==> config.mk <==
export PLATFORM = sky130hd
export DESIGN_NAME = scheduler_request_responder_flat
export DESIGN_NICKNAME = d
export VERILOG_FILES = /design/src/rtl/scheduler_pkg.sv /design/src/rtl/scheduler_request_responder_if.sv /design/src/rtl/socetlib_counter.sv /design/src/rtl/scheduler_request_responder.sv /design/src/flat_wrapper.sv
export SDC_FILE = /design/constraint.sdc
export NUM_CORES = 1
export LEC_CHECK = 0
export CORE_UTILIZATION = 68
export DETAILED_ROUTE_END_ITERATION = 7
export DONT_BUFFER_PORTS = 1
export PLACE_DENSITY = 0.91
export SETUP_SLACK_MARGIN = 0.15
export SLEW_MARGIN = 20
export SYNTH_ARGS = -nofsm -noshare
export SYNTH_HDL_FRONTEND = slang
export SYNTH_SLANG_ARGS = --single-unit
==> constraint.sdc <==
create_clock -name CLK -period 2.5 [get_ports CLK]
set_input_delay 0.125 -clock CLK [delete_from_list [all_inputs] [get_ports CLK]]
set_output_delay 0.125 -clock CLK [all_outputs]
set_load 0.02 [all_outputs]
==> src/rtl/scheduler_pkg.sv <==
// Shared types for the scheduler request path: responder FSM states and the
// request op tag, encoded the same way as the buffer's entry tag.
package scheduler_pkg;

  typedef enum logic [1:0] {
    IDLE   = 2'b00,
    ACCESS = 2'b01,
    DONE   = 2'b10,
    GAP    = 2'b11
  } resp_state_t;

  typedef enum logic [1:0] {
    OP_NONE    = 2'b00,
    OP_READ    = 2'b01,
    OP_WRITE   = 2'b10,
    OP_ILLEGAL = 2'b11
  } req_op_t;

  localparam int WORD_W_DEFAULT = 32;

endpackage

==> src/rtl/scheduler_request_responder_if.sv <==
// RAM/bus side of the request responder: strobes, address and write data out,
// read data and a one-cycle ready back.
interface scheduler_request_responder_if #(
  parameter int WORD_W = scheduler_pkg::WORD_W_DEFAULT
);
  logic              mem_ren;
  logic              mem_wen;
  logic [WORD_W-1:0] mem_addr;
  logic [WORD_W-1:0] mem_wdata;
  logic [WORD_W-1:0] mem_rdata;
  logic              mem_ready;

  modport master (
    output mem_ren, mem_wen, mem_addr, mem_wdata,
    input  mem_rdata, mem_ready
  );

  modport slave (
    input  mem_ren, mem_wen, mem_addr, mem_wdata,
    output mem_rdata, mem_ready
  );
endinterface

==> src/rtl/socetlib_counter.sv <==
// Generic up-counter with synchronous clear; wraps to zero after reaching
// overflow_val.
module socetlib_counter #(
  parameter int N = 4
) (
  input  logic         CLK,
  input  logic         nRST,
  input  logic         clear,
  input  logic         count_enable,
  input  logic [N-1:0] overflow_val,
  output logic [N-1:0] count_out
);

  logic [N-1:0] count_q, count_d;

  always_comb begin
    count_d = count_q;
    if (clear) begin
      count_d = '0;
    end else if (count_enable) begin
      if (count_q == overflow_val) count_d = '0;
      else                         count_d = count_q + N'(1);
    end
  end

  always_ff @(posedge CLK or negedge nRST) begin
    if (!nRST) count_q <= '0;
    else       count_q <= count_d;
  end

  assign count_out = count_q;

endmodule

==> src/rtl/scheduler_request_responder.sv <==
// Memory-side consumer of the scheduler request buffer: services the head
// entry with one RAM access, then pulses request_done to retire it.
module scheduler_request_responder
  import scheduler_pkg::*;
#(
  parameter int WORD_W  = WORD_W_DEFAULT,
  parameter int TIMEOUT = 255,
  parameter int CNT_W   = 16
) (
  input  logic                          CLK,
  input  logic                          nRST,
  input  logic                          ramREN_curr,
  input  logic                          ramWEN_curr,
  input  logic [WORD_W-1:0]             ramaddr_rq,
  input  logic [WORD_W-1:0]             ramstore_rq,
  output logic                          request_done,
  output logic                          load_valid,
  output logic [WORD_W-1:0]             load_data,
  output logic [WORD_W-1:0]             resp_addr,
  output logic                          resp_err,
  scheduler_request_responder_if.master mem,
  output logic                          busy,
  output logic [CNT_W-1:0]              done_count
);

  localparam int TMO_W = $clog2(TIMEOUT + 1);
  localparam logic [TMO_W-1:0] TMO_MAX  = TMO_W'(TIMEOUT);
  localparam logic [TMO_W-1:0] TMO_LAST = TMO_W'(TIMEOUT - 1);

  resp_state_t       state_q, state_d;
  req_op_t           op_q, op_d;
  logic [WORD_W-1:0] addr_q, addr_d;
  logic [WORD_W-1:0] wdata_q, wdata_d;
  logic              err_q, err_d;
  logic              mem_ren_q, mem_ren_d;
  logic              mem_wen_q, mem_wen_d;
  logic              request_done_q, request_done_d;
  logic              load_valid_q, load_valid_d;
  logic [WORD_W-1:0] load_data_q, load_data_d;
  logic [WORD_W-1:0] resp_addr_q, resp_addr_d;
  logic              resp_err_q, resp_err_d;

  logic              tmo_clear, tmo_en, done_en;
  logic [TMO_W-1:0]  tmo_cnt;

  socetlib_counter #(.N(TMO_W)) u_tmo_cnt (
    .CLK          (CLK),
    .nRST         (nRST),
    .clear        (tmo_clear),
    .count_enable (tmo_en),
    .overflow_val (TMO_MAX),
    .count_out    (tmo_cnt)
  );

  socetlib_counter #(.N(CNT_W)) u_done_cnt (
    .CLK          (CLK),
    .nRST         (nRST),
    .clear        (1'b0),
    .count_enable (done_en),
    .overflow_val ({CNT_W{1'b1}}),
    .count_out    (done_count)
  );

  // Response outputs are computed on the transition into DONE so that they
  // are registered and line up exactly with the DONE cycle.
  always_comb begin
    state_d        = state_q;
    op_d           = op_q;
    addr_d         = addr_q;
    wdata_d        = wdata_q;
    err_d          = err_q;
    mem_ren_d      = mem_ren_q;
    mem_wen_d      = mem_wen_q;
    request_done_d = 1'b0;
    load_valid_d   = 1'b0;
    load_data_d    = load_data_q;
    resp_addr_d    = resp_addr_q;
    resp_err_d     = 1'b0;
    tmo_clear      = 1'b0;
    tmo_en         = 1'b0;
    done_en        = 1'b0;

    unique case (state_q)
      IDLE: begin
        if (ramREN_curr ^ ramWEN_curr) begin
          op_d      = ramREN_curr ? OP_READ : OP_WRITE;
          addr_d    = ramaddr_rq;
          wdata_d   = ramstore_rq;
          tmo_clear = 1'b1;
          mem_ren_d = ramREN_curr;
          mem_wen_d = ramWEN_curr;
          state_d   = ACCESS;
        end else if (ramREN_curr && ramWEN_curr) begin
          op_d           = OP_ILLEGAL;
          addr_d         = ramaddr_rq;
          err_d          = 1'b1;
          request_done_d = 1'b1;
          resp_addr_d    = ramaddr_rq;
          resp_err_d     = 1'b1;
          state_d        = DONE;
        end
      end
      ACCESS: begin
        if (mem.mem_ready) begin
          mem_ren_d      = 1'b0;
          mem_wen_d      = 1'b0;
          request_done_d = 1'b1;
          resp_addr_d    = addr_q;
          if (op_q == OP_READ) begin
            load_valid_d = 1'b1;
            load_data_d  = mem.mem_rdata;
          end
          state_d = DONE;
        end else begin
          tmo_en = 1'b1;
          // This increment brings the counter to TIMEOUT: abort the access.
          if (tmo_cnt == TMO_LAST) begin
            err_d          = 1'b1;
            mem_ren_d      = 1'b0;
            mem_wen_d      = 1'b0;
            request_done_d = 1'b1;
            resp_addr_d    = addr_q;
            resp_err_d     = 1'b1;
            state_d        = DONE;
          end
        end
      end
      DONE: begin
        done_en = 1'b1;
        state_d = GAP;
      end
      GAP: begin
        err_d   = 1'b0;
        state_d = IDLE;
      end
      default: state_d = IDLE;
    endcase
  end

  always_ff @(posedge CLK or negedge nRST) begin
    if (!nRST) begin
      state_q        <= IDLE;
      op_q           <= OP_NONE;
      addr_q         <= '0;
      wdata_q        <= '0;
      err_q          <= 1'b0;
      mem_ren_q      <= 1'b0;
      mem_wen_q      <= 1'b0;
      request_done_q <= 1'b0;
      load_valid_q   <= 1'b0;
      load_data_q    <= '0;
      resp_addr_q    <= '0;
      resp_err_q     <= 1'b0;
    end else begin
      state_q        <= state_d;
      op_q           <= op_d;
      addr_q         <= addr_d;
      wdata_q        <= wdata_d;
      err_q          <= err_d;
      mem_ren_q      <= mem_ren_d;
      mem_wen_q      <= mem_wen_d;
      request_done_q <= request_done_d;
      load_valid_q   <= load_valid_d;
      load_data_q    <= load_data_d;
      resp_addr_q    <= resp_addr_d;
      resp_err_q     <= resp_err_d;
    end
  end

  assign mem.mem_ren   = mem_ren_q;
  assign mem.mem_wen   = mem_wen_q;
  assign mem.mem_addr  = addr_q;
  assign mem.mem_wdata = wdata_q;

  assign request_done = request_done_q;
  assign load_valid   = load_valid_q;
  assign load_data    = load_data_q;
  assign resp_addr    = resp_addr_q;
  assign resp_err     = resp_err_q;
  assign busy         = (state_q != IDLE);

endmodule

==> src/flat_wrapper.sv <==
// flat-port wrapper written by rule: the top's interface ports become plain ports
module scheduler_request_responder_flat import scheduler_pkg::*;
#(
  parameter int WORD_W  = WORD_W_DEFAULT,
  parameter int TIMEOUT = 255,
  parameter int CNT_W   = 16
)
  (CLK, nRST, ramREN_curr, ramWEN_curr, ramaddr_rq, ramstore_rq, request_done, load_valid, load_data, resp_addr, resp_err, busy, done_count, mem_mem_ren, mem_mem_wen, mem_mem_addr, mem_mem_wdata, mem_mem_rdata, mem_mem_ready);
  scheduler_request_responder_if #(.WORD_W(WORD_W)) mem_i ();
  input  logic CLK;
  input  logic nRST;
  input  logic ramREN_curr;
  input  logic ramWEN_curr;
  input  logic [WORD_W-1:0] ramaddr_rq;
  input  logic [WORD_W-1:0] ramstore_rq;
  output logic request_done;
  output logic load_valid;
  output logic [WORD_W-1:0] load_data;
  output logic [WORD_W-1:0] resp_addr;
  output logic resp_err;
  output logic busy;
  output logic [CNT_W-1:0] done_count;
  output wire logic [$bits(mem_i.mem_ren)-1:0] mem_mem_ren;
  output wire logic [$bits(mem_i.mem_wen)-1:0] mem_mem_wen;
  output wire logic [$bits(mem_i.mem_addr)-1:0] mem_mem_addr;
  output wire logic [$bits(mem_i.mem_wdata)-1:0] mem_mem_wdata;
  input wire logic [$bits(mem_i.mem_rdata)-1:0] mem_mem_rdata;
  input wire logic [$bits(mem_i.mem_ready)-1:0] mem_mem_ready;
  assign mem_mem_ren = mem_i.mem_ren;
  assign mem_mem_wen = mem_i.mem_wen;
  assign mem_mem_addr = mem_i.mem_addr;
  assign mem_mem_wdata = mem_i.mem_wdata;
  assign mem_i.mem_rdata = mem_mem_rdata;
  assign mem_i.mem_ready = mem_mem_ready;
  scheduler_request_responder #(.WORD_W(WORD_W), .TIMEOUT(TIMEOUT), .CNT_W(CNT_W)) u_core (.CLK(CLK), .nRST(nRST), .ramREN_curr(ramREN_curr), .ramWEN_curr(ramWEN_curr), .ramaddr_rq(ramaddr_rq), .ramstore_rq(ramstore_rq), .request_done(request_done), .load_valid(load_valid), .load_data(load_data), .resp_addr(resp_addr), .resp_err(resp_err), .mem(mem_i), .busy(busy), .done_count(done_count));
endmodule
== Yosys cells after proc, flatten, opt, wreduce, memory -nomap -nowiden ==
Cells that the tools add are included.

* Memories kept: 0
* Input bits: 101
* Bits in read-only memories: 0
* Register bits after elaboration: 161
* Bits in latches: 0
* Word-level logic and storage cells: 79
* Bits in writable memories: 0
* Output and inout port bits: 150

* Add/sub/neg operators: 2
* Eq/ne operators: 12
* Multipliers: 0
* Reductions and logical operators: 12
* $lt $le $gt $ge: 0
* Div/mod/pow operators: 0
* Muxes and demuxes: 39
* Shift operators: 0
* Bitwise logic cells: 1

{| class="wikitable"
|+ Operators with widths
! operator !! count
|-
| $mux 32 || 5
|-
| $pmux 32 s2 || 1
|-
| $mux 8 || 3
|-
| $mux 1 || 17
|-
| $add 16x1->16 const B || 1
|-
| $eq 16x16->1 const B || 1
|-
| $eq 8x8->1 const B || 2
|-
| $mux 16 || 1
|-
| $mux 2 || 7
|-
| $add 8x1->8 const B || 1
|-
| $pmux 1 s2 || 4
|-
| $pmux 2 s4 || 1
|-
| $reduce_bool 2->1 || 4
|-
| $reduce_and 2->1 || 3
|-
| $reduce_and 3->1 || 2
|-
| $eq 2x1->1 const B || 2
|-
| $eq 2x2->1 const B || 2
|-
| $ne 2x1->1 const B || 2
|-
| $reduce_and 4->1 || 1
|-
| $ne 3x1->1 const B || 1
|-
| $ne 3x2->1 const B || 1
|-
| $logic_not 2->1 || 1
|-
| $ne 2x2->1 const B || 1
|-
| $logic_and 1x1->1 || 1
|-
| $xor 1x1->1 || 1
|}

== Depth between registers and ports, before layout ==
* Depth in word-level cells: 4
* Depth in mapped cells: 8
* Gate-level depth less buffers: 6

== Hierarchy ==
A second synthesis with hierarchy kept.

* Cell total of the unflattened synthesis: 639
* Area total of the unflattened synthesis: 7280.7 um^2

{| class="wikitable"
|+ Modules (own cells, without submodules)
! module !! cells an instance !! area each (um^2) !! sequential area each (um^2) !! times used
|-
| scheduler_request_responder || 472 || 5672.9 || 3428.3 || 1
|-
| socetlib_counter (u_core.u_done_cnt) || 118 || 1112.3 || 400.4 || 1
|-
| socetlib_counter (u_core.u_tmo_cnt) || 49 || 495.5 || 200.2 || 1
|}

== Least setup slack after synthesis ==
OpenSTA, ideal clock, no wires.

* Kind: register to register
* Start point: reg u_core.state_q[0]
* End point: reg u_core.resp_addr_q[21] (netlist: u_core.resp_addr[21])
* Slack: 873 ps
* Setup time: 76 ps
* Arrival: 1551 ps
* Cell stages (with the launch flop): 8
* Cells stage by stage: dfrtp_1 -> inv_1 -> ha_1 -> inv_1 -> a21oi_2 -> clkbuf_1 -> o21ai_0 -> o21ai_1

* Cells in the longest elaborated chain, start to end: 3

{| class="wikitable"
|+ RTL lines
! element !! line !! source
|-
| start: declaration || scheduler_request_responder.sv:30 || <nowiki>resp_state_t state_q, state_d;</nowiki>
|-
| start signal: assignment || scheduler_request_responder.sv:155 || <nowiki>state_q <= state_d;</nowiki>
|-
| $eq 2x1->1 / $logic_not 2->1 (equally long branches) || scheduler_request_responder.sv:83 || <nowiki>unique case (state_q)</nowiki>
|-
| $ne 3x2->1 (no source line) (tied with other cells) || - ||
|-
| $reduce_and 4->1 (no source line) || - ||
|-
| end signal: assignment || scheduler_request_responder.sv:165 || <nowiki>resp_addr_q <= resp_addr_d;</nowiki>
|-
| end: declaration || scheduler_request_responder.sv:40 || <nowiki>logic [WORD_W-1:0] resp_addr_q, resp_addr_d;</nowiki>
|}

Several ways; a longest one is shown, not always the timed one.
A chain may end at the register's enable or synchronous reset.

== Worst setup path in the final report ==
* Start point: in ramWEN_curr
* End point: reg u_core.resp_addr_q[22] (netlist: u_core.resp_addr[22])

* Cells in the longest elaborated chain, start to end: 3

{| class="wikitable"
|+ RTL lines
! element !! line !! source
|-
| start: declaration || flat_wrapper.sv:13 || <nowiki>input logic ramWEN_curr;</nowiki>
|-
| $xor 1x1->1 / $logic_and 1x1->1 (equally long branches) || scheduler_request_responder.sv:85, scheduler_request_responder.sv:93 ||
|-
| $ne 2x2->1 (no source line) / $ne 2x1->1 (equally long branches) || - ||
|-
| $reduce_and 4->1 (no source line) (*) || - ||
|}

Every way passes the cells marked *; elsewhere a longest branch is shown, timed or not.

==> flow_summary.html <==
<table>
<tr><th>Metric</th><th>Value</th></tr>
<tr><th colspan="2">Run status</th></tr>
<tr><td>Status</td><td>finished with violations</td></tr>
<tr><td>Violations in the final reports</td><td>hold timing</td></tr>
<tr><th colspan="2">Cells and area</th></tr>
<tr><td>Commonest cells after routing, fill and taps aside</td><td>nand2_1 (206), dfrtp_1 (161), dlygate4sd3_1 (100)</td></tr>
<tr><td>Nets</td><td>868</td></tr>
<tr><td>Synthesis-to-layout area growth</td><td>23.9%</td></tr>
<tr><td>Fillers</td><td>approximately 440</td></tr>
<tr><td>Fraction of final layout cells with drive strength greater than 1</td><td>0.108</td></tr>
<tr><td>Leading cell type in the layout, fill and taps excluded</td><td>nand2_1</td></tr>
<tr><th colspan="2">Route</th></tr>
<tr><td>Number of DRC violations after detailed routing</td><td>0</td></tr>
<tr><td>Routed len/inst</td><td>20.9 um</td></tr>
<tr><td>Via-per-instance ratio</td><td>slightly above 6</td></tr>
<tr><td>Detail Route Antenna Nets</td><td>0</td></tr>
<tr><td>Violation count after the first detailed-route iteration</td><td>343</td></tr>
<tr><td>Count of vias placed by the detailed router</td><td>5567</td></tr>
<tr><td>Number of search-and-repair iterations in the first detailed-routing pass</td><td>5</td></tr>
<tr><td>Aggregate routed wire length</td><td>18.9 mm</td></tr>
<tr><th colspan="2">Yosys</th></tr>
<tr><td>Async set or reset register ratio after synthesis</td><td>1.00</td></tr>
<tr><td>Average size of a mapped cell</td><td>10.4 um2</td></tr>
<tr><td>Number of warnings printed during yosys synthesis</td><td>0</td></tr>
<tr><td>Main combinational cell family by area after synthesis</td><td>simple AND/OR/NAND/NOR gates</td></tr>
<tr><td>Number of enable-type register cells in the synthesized netlist</td><td>0</td></tr>
<tr><td>Post-synthesis instance total</td><td>~660</td></tr>
<tr><td>Post-Syn Nets</td><td>773</td></tr>
<tr><td>Post-synthesis instance area</td><td>6850 um2</td></tr>
<tr><td>Dominant synthesized flop cell</td><td>dfrtp_1</td></tr>
<tr><td>Synthesized-area fraction occupied by adder cells</td><td>0.0201</td></tr>
<tr><td>Post-synthesis mux area share</td><td>0.0994</td></tr>
<tr><td>Simple-gate portion of the synthesized area</td><td>0.166</td></tr>
<tr><td>Compound-cell area share of the yosys netlist</td><td>0.0738</td></tr>
<tr><td>Cell variety after synth</td><td>40</td></tr>
<tr><td>Flip-flop and latch count after synthesis</td><td>161</td></tr>
<tr><td>Xor/xnor cell area share of the yosys netlist</td><td>0.0205</td></tr>
<tr><td>Register area share after synthesis</td><td>0.588</td></tr>
<tr><th colspan="2">Job</th></tr>
<tr><td>Max cap viols</td><td>0</td></tr>
<tr><th colspan="2">Placed design</th></tr>
<tr><td>GPL Wtd Cong</td><td>0.806</td></tr>
<tr><td>Input/output buffers</td><td>0</td></tr>
<tr><td>Detailed placer's ending HPWL</td><td>10.3 mm</td></tr>
<tr><td>DP Worst Slack</td><td>0.470 ns</td></tr>
<tr><th colspan="2">Setup path</th></tr>
<tr><td>Terminus of the critical flop-to-flop path</td><td>u_core.resp_addr[22]</td></tr>
<tr><td>Cell chain of the critical path</td><td>dlygate4sd3_1 &gt; inv_1 &gt; ha_1 &gt; and3b_1 &gt; a21oi_4 &gt; or2_4 &gt; o21ai_1</td></tr>
<tr><td>Crit Path Category</td><td>in -&gt; reg</td></tr>
<tr><td>Critical path buffer and inverter count</td><td>2</td></tr>
<tr><td>Cell with the largest stage delay on the worst path</td><td>dlygate4sd3_1</td></tr>
<tr><td>Path depth of the worst reg2reg path</td><td>6</td></tr>
<tr><td>Largest stage delay, worst path</td><td>0.66 ns</td></tr>
<tr><td>Register-to-Register Setup Slack</td><td>roughly 0.42 ns</td></tr>
<tr><td>Endpoint of the most critical setup path</td><td>u_core.resp_addr[22]</td></tr>
<tr><td>Largest fanout of any net on the critical path</td><td>32</td></tr>
<tr><td>WP data arrival</td><td>2.50 ns</td></tr>
<tr><td>CP Capture Type</td><td>register</td></tr>
<tr><td>Reg2Reg Launch Point</td><td>u_core.state_q[1]</td></tr>
<tr><td>Required time at the endpoint of the critical path</td><td>2.88 ns</td></tr>
<tr><td>Worst Setup Start Kind</td><td>input port</td></tr>
<tr><td>Worst setup path startpoint</td><td>ramWEN_curr</td></tr>
<tr><td>Crit path max-delay family</td><td>buffers and inverters</td></tr>
<tr><td>Crit path depth</td><td>7</td></tr>
<tr><th colspan="2">GRT</th></tr>
<tr><td>Vias in the first global route</td><td>around 5800</td></tr>
<tr><td>Maximum number of pins on one net before global-route repair</td><td>162</td></tr>
<tr><td>Global route overflow</td><td>0</td></tr>
<tr><td>Number of antenna violations at the first check in global routing</td><td>2</td></tr>
<tr><td>Tot GR Track Use</td><td>0.367</td></tr>
<tr><td>First-pass GRT wire length</td><td>28.3 mm</td></tr>
<tr><th colspan="2">STA</th></tr>
<tr><td>Post-layout minimum cycle time</td><td>2.12 ns</td></tr>
<tr><td>Final Hold Vio Count</td><td>161</td></tr>
<tr><td>Slew HR</td><td>0.664</td></tr>
<tr><td>Hold_ws</td><td>-0.703 ns</td></tr>
<tr><td>Setup skew after layout</td><td>~0.011 ns</td></tr>
<tr><td>Total count of max-transition violations in the final report</td><td>0</td></tr>
<tr><td>Least-Margin Pin Slew</td><td>0.503 ns</td></tr>
<tr><td>Unrepaired setup endpoints after global routing</td><td>no</td></tr>
<tr><td>Top achievable clock speed</td><td>between 0.4 and 0.5 GHz</td></tr>
<tr><td>Minimum setup slack in the final design</td><td>~0.38 ns</td></tr>
<tr><td>Setup Total Neg Slack</td><td>0 ns</td></tr>
<tr><td>Total setup violations reported at the end of the flow</td><td>0</td></tr>
<tr><td>Final worst path period share</td><td>0.849</td></tr>
<tr><th colspan="2">Hold path</th></tr>
<tr><td>Path type of the worst min-delay path</td><td>in -&gt; async</td></tr>
<tr><th colspan="2">Floorplan</th></tr>
<tr><td>Horizontal extent of the die</td><td>about 100 um</td></tr>
<tr><td>Total number of placement rows</td><td>36</td></tr>
<tr><td>Core area</td><td>a little under 10000 um2</td></tr>
<tr><td>DIE HEIGHT</td><td>102 um</td></tr>
<tr><td>Number of placed I/O pins</td><td>251</td></tr>
<tr><td>Overall die area</td><td>roughly 10000 um2</td></tr>
<tr><td>Initial standard-cell utilization of the core</td><td>0.701</td></tr>
<tr><th colspan="2">Clocking</th></tr>
<tr><td>Clock slew seen by the registers of the worst setup and hold paths</td><td>0.07 ns</td></tr>
<tr><td>Cell chosen for the clock root</td><td>clkbuf_8</td></tr>
<tr><td>Clock latency at the later pin of the worst-skew pair</td><td>between 0.5 and 0.6 ns</td></tr>
<tr><td>Setup Fix Bufs, Post-CTS</td><td>0</td></tr>
<tr><td>Count of hold buffers inserted by post-cts repair</td><td>100</td></tr>
<tr><td>Maximum buffer depth of the clock tree</td><td>2</td></tr>
<tr><td>Clock sinks</td><td>161</td></tr>
<tr><td>Cts bufs inserted</td><td>17</td></tr>
<tr><td>TritonCTS clock tree</td><td>built</td></tr>
<tr><td>CTS H-tree lvls</td><td>4</td></tr>
<tr><th colspan="2">Power</th></tr>
<tr><td>Power share of the sequential group</td><td>0.535</td></tr>
<tr><td>Total power density per cell area</td><td>approximately 1300 nW/um2</td></tr>
<tr><td>Switching Power</td><td>0.00496 W</td></tr>
<tr><td>Switching part of the total</td><td>0.443</td></tr>
<tr><td>Internal power summed over all cells</td><td>0.00624 W</td></tr>
<tr><td>VDD IR max</td><td>0.000887 V</td></tr>
<tr><td>Leakage</td><td>roughly 4 nW</td></tr>
<tr><td>Share of power burned in combinational logic</td><td>0.247</td></tr>
<tr><td>Share of total power in the clock network</td><td>0.217</td></tr>
</table>
-- worst min path at each step --
| stage | start | end | slack, ns | depth (start not counted) |
|---|---|---|---|---|
| after floorplan | nRST | u_core.load_data[0] | -0.17 | 0 |
| final | nRST | u_core.u_done_cnt.count_out[6] | -0.70 | 0 |
| after detailed placement | nRST | u_core.u_done_cnt.count_out[6] | -0.17 | 0 |
| after global placement | nRST | u_core.u_done_cnt.count_out[8] | -0.17 | 0 |
| after global routing | nRST | u_core.u_done_cnt.count_out[8] | -0.74 | 0 |
| after CTS | nRST | u_core.load_data[15] | -0.72 | 0 |
-- flip-flops by register name, indices dropped and copies added (netlist names), 2 cells and up --
register and flops:
u_core.resp_addr 32, u_core.mem.mem_wdata 32, u_core.u_done_cnt.count_out 16, u_core.load_data 32, u_core.mem.mem_addr 32, u_core.state_q 2, u_core.op_q 2, u_core.u_tmo_cnt.count_out 8
-- cell usage after synthesis (5+ instances only) --
| library cell | count | area, um2 |
|---|---|---|
| a21oi_1 | 5 | 25.0 |
| nor2_1 | 18 | 67.6 |
| xnor2_1 | 7 | 61.3 |
| o21ai_0 | 37 | 185 |
| nand4_1 | 7 | 43.8 |
| clkbuf_1 | 15 | 56.3 |
| nand2_1 | 206 | 773 |
| nand3_1 | 15 | 75.1 |
| ha_1 | 11 | 138 |
| mux2_2 | 32 | 360 |
| inv_1 | 10 | 37.5 |
| mux2i_1 | 32 | 320 |
| dfrtp_1 | 161 | 4030 |
| xor2_1 | 9 | 78.8 |
| buf_2 | 16 | 80.1 |
| o21ai_1 | 40 | 200 |
-- power by group through the flow --
stage / combinational (W) / sequential, W / clock [W]
global route: 0.00306 / 0.00609 / 0.00258
CTS: 0.00260 / 0.00592 / 0.00245
floorplan: 0.00207 / 0.00562 / 0
detailed placement: 0.00245 / 0.00596 / 0
global placement: 0.00226 / 0.00590 / 0
finish: 0.00277 / 0.00600 / 0.00244
-- per-stage QoR --
stage	area (um2)	cells	hold WS, ns	utilization	total power [W]
2_1_floorplan	6850	661	-0.171	-	0.00769
3_3_place_gp	6920	770	-0.167	0.708	0.00816
3_5_place_dp	6920	770	-0.167	0.708	0.00841
4_1_cts	8480	902	-0.720	0.867	0.0110
5_1_grt	8490	904	-0.736	0.869	0.0117
6_report	8490	904	-0.703	0.869	0.0112
-- routing by layer --
layer  GRT usage  wire length (um)  up-vias
li1            -                 -     2403
met1       0.376              6490     2694
met2       0.636              9610      367
met3       0.129              1700      103
met4       0.237              1060        0
met5           0                 0        -
-- final cells by class --
cell class                 count  area, um2  share of cell area
tap                          133        166              0.0196
antenna                        2       5.00            0.000589
clock inverter                14        129              0.0152
multi-input combinational    455       2610               0.308
sequential                   161       4030               0.475
inverter                      10       37.5             0.00442
clock buffer                  18        428              0.0504
timing repair buffer         111       1080               0.128
-- logic make-up after synthesis --
logic type               after synthesis
adder cells (fa/ha/maj)               11
buffers and inverters                 45
AND/OR/NAND/NOR                      271
XOR/XNOR                              16
AO/OA/AOI/OAI                         93
multiplexers                          64
flip-flops                           161
-- what timing repair did --
| item | CTS | global route |
|---|---|---|
| setup endpoints to repair | 0 | 3 |
| gates resized for setup | 0 | 1 |
| hold endpoints to repair | 300 | 161 |
No activity file was read; power rests on OpenSTA's default activity.
